$ cat src/rtl/stack_ctrl.sv
// Operand-stack sequencer: turns push/pop/tos strobes into single-port stack RAM
// accesses, tracks the stack pointer and sticky errors, and zero-fills the RAM.
module stack_ctrl #(
   parameter int DEPTH = 16,
   parameter int AW    = 4,
   parameter int WIDTH = 8
) (
   input  logic             clk,
   input  logic             rst,
   input  logic             push,
   input  logic             pop,
   input  logic             tos,
   input  logic             clr,
   input  logic [WIDTH-1:0] din,
   output logic [WIDTH-1:0] dout,
   output logic             rvalid,
   output logic [AW:0]      sp,
   output logic             empty,
   output logic             full,
   output logic             busy,
   output logic             ovf_err,
   output logic             unf_err,
   output logic             cmd_err,
   output logic [AW-1:0]    ram_addr,
   output logic             ram_we,
   output logic [WIDTH-1:0] ram_wdata,
   input  logic [WIDTH-1:0] ram_rdata
);

   // state  | meaning
   // S_INIT | zero-fill sweep over every RAM address, commands ignored
   // S_RUN  | normal command decode
   typedef enum logic {S_INIT, S_RUN} state_e;

   localparam logic [AW:0]   SP_FULL  = (AW+1)'(DEPTH);
   localparam logic [AW-1:0] CNT_LAST = AW'(DEPTH-1);

   state_e           state_q, state_d;
   logic [AW-1:0]    clr_cnt_q, clr_cnt_d;
   logic [AW:0]      sp_q, sp_d;
   logic             ovf_q, ovf_d;
   logic             unf_q, unf_d;
   logic             cmd_q, cmd_d;
   logic             rvalid_q, rvalid_d;
   logic [WIDTH-1:0] dout_q, dout_d;

   logic             we_c;
   logic [AW-1:0]    addr_c;
   logic [WIDTH-1:0] wdata_c;
   logic [1:0]       n_cmd;

   assign n_cmd = {1'b0, push} + {1'b0, pop} + {1'b0, tos};

   always_comb begin
      state_d   = state_q;
      clr_cnt_d = clr_cnt_q;
      sp_d      = sp_q;
      ovf_d     = ovf_q;
      unf_d     = unf_q;
      cmd_d     = cmd_q;
      rvalid_d  = 1'b0;
      dout_d    = rvalid_q ? ram_rdata : dout_q;
      we_c      = 1'b0;
      addr_c    = sp_q[AW-1:0];
      wdata_c   = din;
      case (state_q)
         S_INIT: begin
            we_c    = 1'b1;
            addr_c  = clr_cnt_q;
            wdata_c = '0;
            if (clr) begin
               clr_cnt_d = '0;
            end else begin
               clr_cnt_d = clr_cnt_q + 1'b1;
               if (clr_cnt_q == CNT_LAST) state_d = S_RUN;
            end
         end
         S_RUN: begin
            if (clr) begin
               sp_d      = '0;
               clr_cnt_d = '0;
               state_d   = S_INIT;
            end else if (n_cmd > 2'd1) begin
               cmd_d = 1'b1;
            end else if (push) begin
               if (sp_q == SP_FULL) begin
                  ovf_d = 1'b1;
               end else begin
                  we_c = 1'b1;
                  sp_d = sp_q + 1'b1;
               end
            end else if (pop || tos) begin
               if (sp_q == '0) begin
                  unf_d = 1'b1;
               end else begin
                  addr_c   = sp_q[AW-1:0] - 1'b1;
                  rvalid_d = 1'b1;
                  if (pop) sp_d = sp_q - 1'b1;
               end
            end
         end
         default: state_d = S_INIT;
      endcase
   end

   always_ff @(posedge clk or posedge rst) begin
      if (rst) begin
         state_q   <= S_INIT;
         clr_cnt_q <= '0;
         sp_q      <= '0;
         ovf_q     <= 1'b0;
         unf_q     <= 1'b0;
         cmd_q     <= 1'b0;
         rvalid_q  <= 1'b0;
         dout_q    <= '0;
      end else begin
         state_q   <= state_d;
         clr_cnt_q <= clr_cnt_d;
         sp_q      <= sp_d;
         ovf_q     <= ovf_d;
         unf_q     <= unf_d;
         cmd_q     <= cmd_d;
         rvalid_q  <= rvalid_d;
         dout_q    <= dout_d;
      end
   end

   // RAM strobes are gated by rst directly so nothing is written while reset is held.
   assign ram_we    = we_c & ~rst;
   assign ram_addr  = rst ? '0 : addr_c;
   assign ram_wdata = rst ? '0 : wdata_c;

   assign dout    = rvalid_q ? ram_rdata : dout_q;
   assign rvalid  = rvalid_q;
   assign sp      = sp_q;
   assign empty   = (sp_q == '0);
   assign full    = (sp_q == SP_FULL);
   assign busy    = (state_q == S_INIT);
   assign ovf_err = ovf_q;
   assign unf_err = unf_q;
   assign cmd_err = cmd_q;

endmodule

$ cat config.mk
export PLATFORM = sky130hd
export DESIGN_NAME = stack_ctrl
export DESIGN_NICKNAME = d
export VERILOG_FILES = /design/src/rtl/stack_ctrl.sv
export SDC_FILE = /design/constraint.sdc
export NUM_CORES = 1
export LEC_CHECK = 0
export CORE_MARGIN = 4
export CORE_UTILIZATION = 46
export DETAILED_ROUTE_END_ITERATION = 10
export HOLD_SLACK_MARGIN = 0.15
export PLACE_DENSITY = 0.9
export SETUP_SLACK_MARGIN = 0.3
export SYNTH_ARGS = -nofsm -noshare
export SYNTH_HDL_FRONTEND = slang
export SYNTH_SLANG_ARGS = --single-unit
$ cat constraint.sdc
create_clock -name clk -period 7.4 [get_ports clk]
set_clock_uncertainty 0.05 [all_clocks]
set_input_delay 2.22 -clock clk [delete_from_list [all_inputs] [get_ports clk]]
set_output_delay 2.22 -clock clk [all_outputs]
set_load 0.005 [all_outputs]
==> metrics.md, run 1 <==
| Metric | Value |
|---|---|
| Max clock buf depth | 2 |
| Slew margin rel. | 0.5600 |
| Grt total ovfl | 0 |
| LEAKAGE | 0.8669 nW |
| Switching Power | 0.08422 mW |
| Fmax | 143.6 MHz |
| Internal Power | 0.1998 mW |
| Maximum vdd drop | 0.1414 mV |
| Syn_nets | 163 |
| Number of fill cells | 216 |
| Setup crit start kind | primary input |
| Post-synth ARST share | 1.000 |
| Pre-Repair DR Iteration Count | 4 |
| Worst slew pin tran | 0.6550 ns |
| Syn Inst Count | 133 |
| Input/output buffers | 54 |
| CTS root buffer | clkbuf_4 |
| Via density | 5.803 |
| Worst r2r path cells | 4 |
| Ordered list of cells on the worst path | clkdlybuf4s50_1, ha_1, a2111o_1, or3_2, o211ai_1, clkdlybuf4s50_1 |
| Sequential element share of the synthesized area | 0.4078 |
| Iter 0 DRT Violations | 37 |
| First-pass GRT wire length | 6.182 mm |
| Worst path max stage delay | 0.55 ns |
| Pwr Total | 0.2841 mW |
| R2R Setup Slk | 5.29 ns |
| Placeable Area | 0.002781 sq mm |
| Min-Delay Endpoint | cmd_err |
| Reg-to-reg startpoint | state_q |
| Clock transition at path regs | 0.11 ns |
| Main synth FF type | dfrtp_1 |
| Data arrival time of the worst path | 4.69 ns |
| H-tree Lvls | 1 |
| CTS tree | done |
| Fin nets | 219 |
| Data required, critical path | 5.13 ns |
| RePlAce Congestion | 0.8195 |
| DRT Wirelength | 3.618 mm |
| Inserted Clock Buffers | 3 |
| Worst hold stages | 1 |
| Crit path kind | primary input to output pin |
| Worst path buffer plus inverter count | 2 |
| Routed Antenna Nets | 0 |
| Sequential power share | 0.500 |
| Initial antenna violation count | 0 |
| Worst hold start | cmd_err |
| Syn avg cell area | 10.15 sq um |
| Final Max Tran Viols | 0 |
| Hold WC Path Type | flip-flop to flip-flop |
| Setup bufs post-CTS | 0 |
| P per Cell Area | 146.2 mW/mm^2 |
| Post-DP HPWL | 2.901 mm |
| Worst setup EP type | output pin |
| Commonest non-fill, non-tap cell in the layout | clkdlybuf4s50_1 |
| Area of the multi-input gates | 739.5 sq um |
| Rows | 19 |
| Switching Fraction | 0.2965 |
| Largest net degree at the start of global routing | 23 |
| Number of synthesized flops with an enable pin | 0 |
| Total track usage | 0.1914 |
| CP Max Fanout | 4 |
| Max_cap viols | 0 |
| Fin crit period | 6.963 ns |
| Slowest CP cell | clkdlybuf4s50_1 |
| Crit-path most repeated cell | clkdlybuf4s50_1 |
| Register area | 550.5 sq um |
| Synthesized area | 0.001350 sq mm |
| Die Wd | 62.18 um |
| RSZ-0062 raised after global routing | no |
| Most frequent cells in the layout | clkdlybuf4s50_1 (53), dfrtp_1 (22), nor2_1 (12) |
| CTS Sinks | 22 |
| Clock share of power | 0.183 |
| Height of the die | 62.18 um |
| Die area | 0.003866 sq mm |
| Yosys cell types | 39 |
| Share of cells above drive strength 1 | 0.1123 |
| Synthesis-stage register bit count | 22 |
| Final setup fails | 0 |
| R2r endpoint | sp[4] |
| Synthesis-to-layout area growth | 43.93% |
| Top delay family on crit path | buffers and inverters |
| Clk_lat worst skew | 0.30 ns |
| # DRC | 0 |
| Period utilization | 0.9409 |
| Routed WL per cell | 16.60 um |
| Starting Density | 0.4854 |
| I/O pins | 55 |
| Fin. Hold Viols | 0 |
| Vias in the first global route | 1312 |
| Combinational cell fraction of total power | 0.317 |
| Status | finished, final reports clean |
| Warning count from the yosys run | 0 |
| Antenna cell count | 0 |
| Vias | 1265 |
| Post-Route Setup TNS | 0 ns |
-- cells by family after synthesis --
logic type / after synthesis / synth area share
AO/OA/AOI/OAI: 24 / 0.1260
XOR/XNOR: 6 / 0.03892
adder cells (fa/ha/maj): 8 / 0.07970
buffers and inverters: 14 / 0.04448
flip-flops: 22 / 0.4078
multiplexers: 13 / 0.1047
AND/OR/NAND/NOR: 46 / 0.1983
-- through the flow --
stage	hold WS (ns)	cell area, sq um	setup WS, ns	utilization	instances
finish	0.4384	1943	0.4374	0.6986	218
global placement	0.3999	1922	0.3269	0.6910	215
CTS	0.4381	1943	0.4397	0.6986	218
floorplan	0.4102	1350	1.339	-	133
detailed placement	0.4129	1922	0.2783	0.6910	215
global route	0.4748	1943	0.3365	0.6986	218
-- cell usage after synthesis, types with 2 or more instances --
cell type	number	share of area
nor3_1	2	0.0074
nor2_1	12	0.033
a31o_2	2	0.013
xor2_1	2	0.013
inv_1	8	0.022
nor2b_1	2	0.0093
or4_1	2	0.011
or3_1	3	0.014
or2_2	2	0.0093
a211oi_1	3	0.017
o21ai_0	2	0.0074
ha_1	7	0.065
mux2_2	9	0.075
xnor2_1	4	0.026
and3_1	9	0.042
clkbuf_1	4	0.011
nand3_1	6	0.022
nand4_1	2	0.0093
mux2i_1	4	0.030
a21o_1	2	0.011
a21oi_1	7	0.026
dfrtp_1	22	0.41
-- flip-flops by register name (all words and copies together) (netlist names) --
register / cells
dout_q: 8
sp: 5
clr_cnt_q: 4
cmd_err: 1
ovf_err: 1
rvalid: 1
state_q: 1
unf_err: 1
-- repair_timing --
action / CTS / global route
resized for setup: 1 / 0
hold buffers: 0 / 0
endpoints found under the hold margin: 0 / 0
setup endpoints to repair: 1 / 0
-- layer usage --
metal  vias up  wire length, um  track usage
met5         -                0            0
met4         0               41      0.05420
met3         8              302      0.04865
met2        72             1749       0.3212
met1       588             1524       0.2411
li1        597                -            -
-- power groups by stage --
stage / Clock (mW) / Sequential, mW / Combinational (mW)
finish: 0.0520 / 0.142 / 0.0902
global route: 0.0595 / 0.144 / 0.100
CTS: 0.0534 / 0.142 / 0.0910
detailed placement: 0 / 0.144 / 0.0904
global placement: 0 / 0.143 / 0.0857
floorplan: 0 / 0.141 / 0.0469
-- final cells by class --
cell class,instances,share of cell area
Sequential cell,22,0.2833
Clock buffer,3,0.01159
Timing Repair Buffer,57,0.2891
Multi-Input combinational cell,97,0.3806
Tap cell,31,0.01996
Inverter,8,0.01545
-- worst max path at each step --
stage                       end  depth (start not counted)  startpoint
finish              ram_addr[1]                          6         tos
global route        ram_addr[2]                          6         tos
CTS                 ram_addr[1]                          6         tos
detailed placement  ram_addr[0]                          7        push
global placement    ram_addr[0]                          7        push
floorplan           ram_addr[0]                          5        push
No activity file was read; power rests on OpenSTA's default activity.
==> run 2: changes to the inputs <==
--- a/config.mk
+++ b/config.mk
@@ -7,6 +7,7 @@
 export LEC_CHECK = 0
 export CORE_MARGIN = 4
 export CORE_UTILIZATION = 46
+export CTS_CLUSTER_DIAMETER = 30
 export DETAILED_ROUTE_END_ITERATION = 10
 export HOLD_SLACK_MARGIN = 0.15
 export PLACE_DENSITY = 0.9
==> results of run 2 <==
No change in the layout: final DEF, timing and power equal those of run 1.
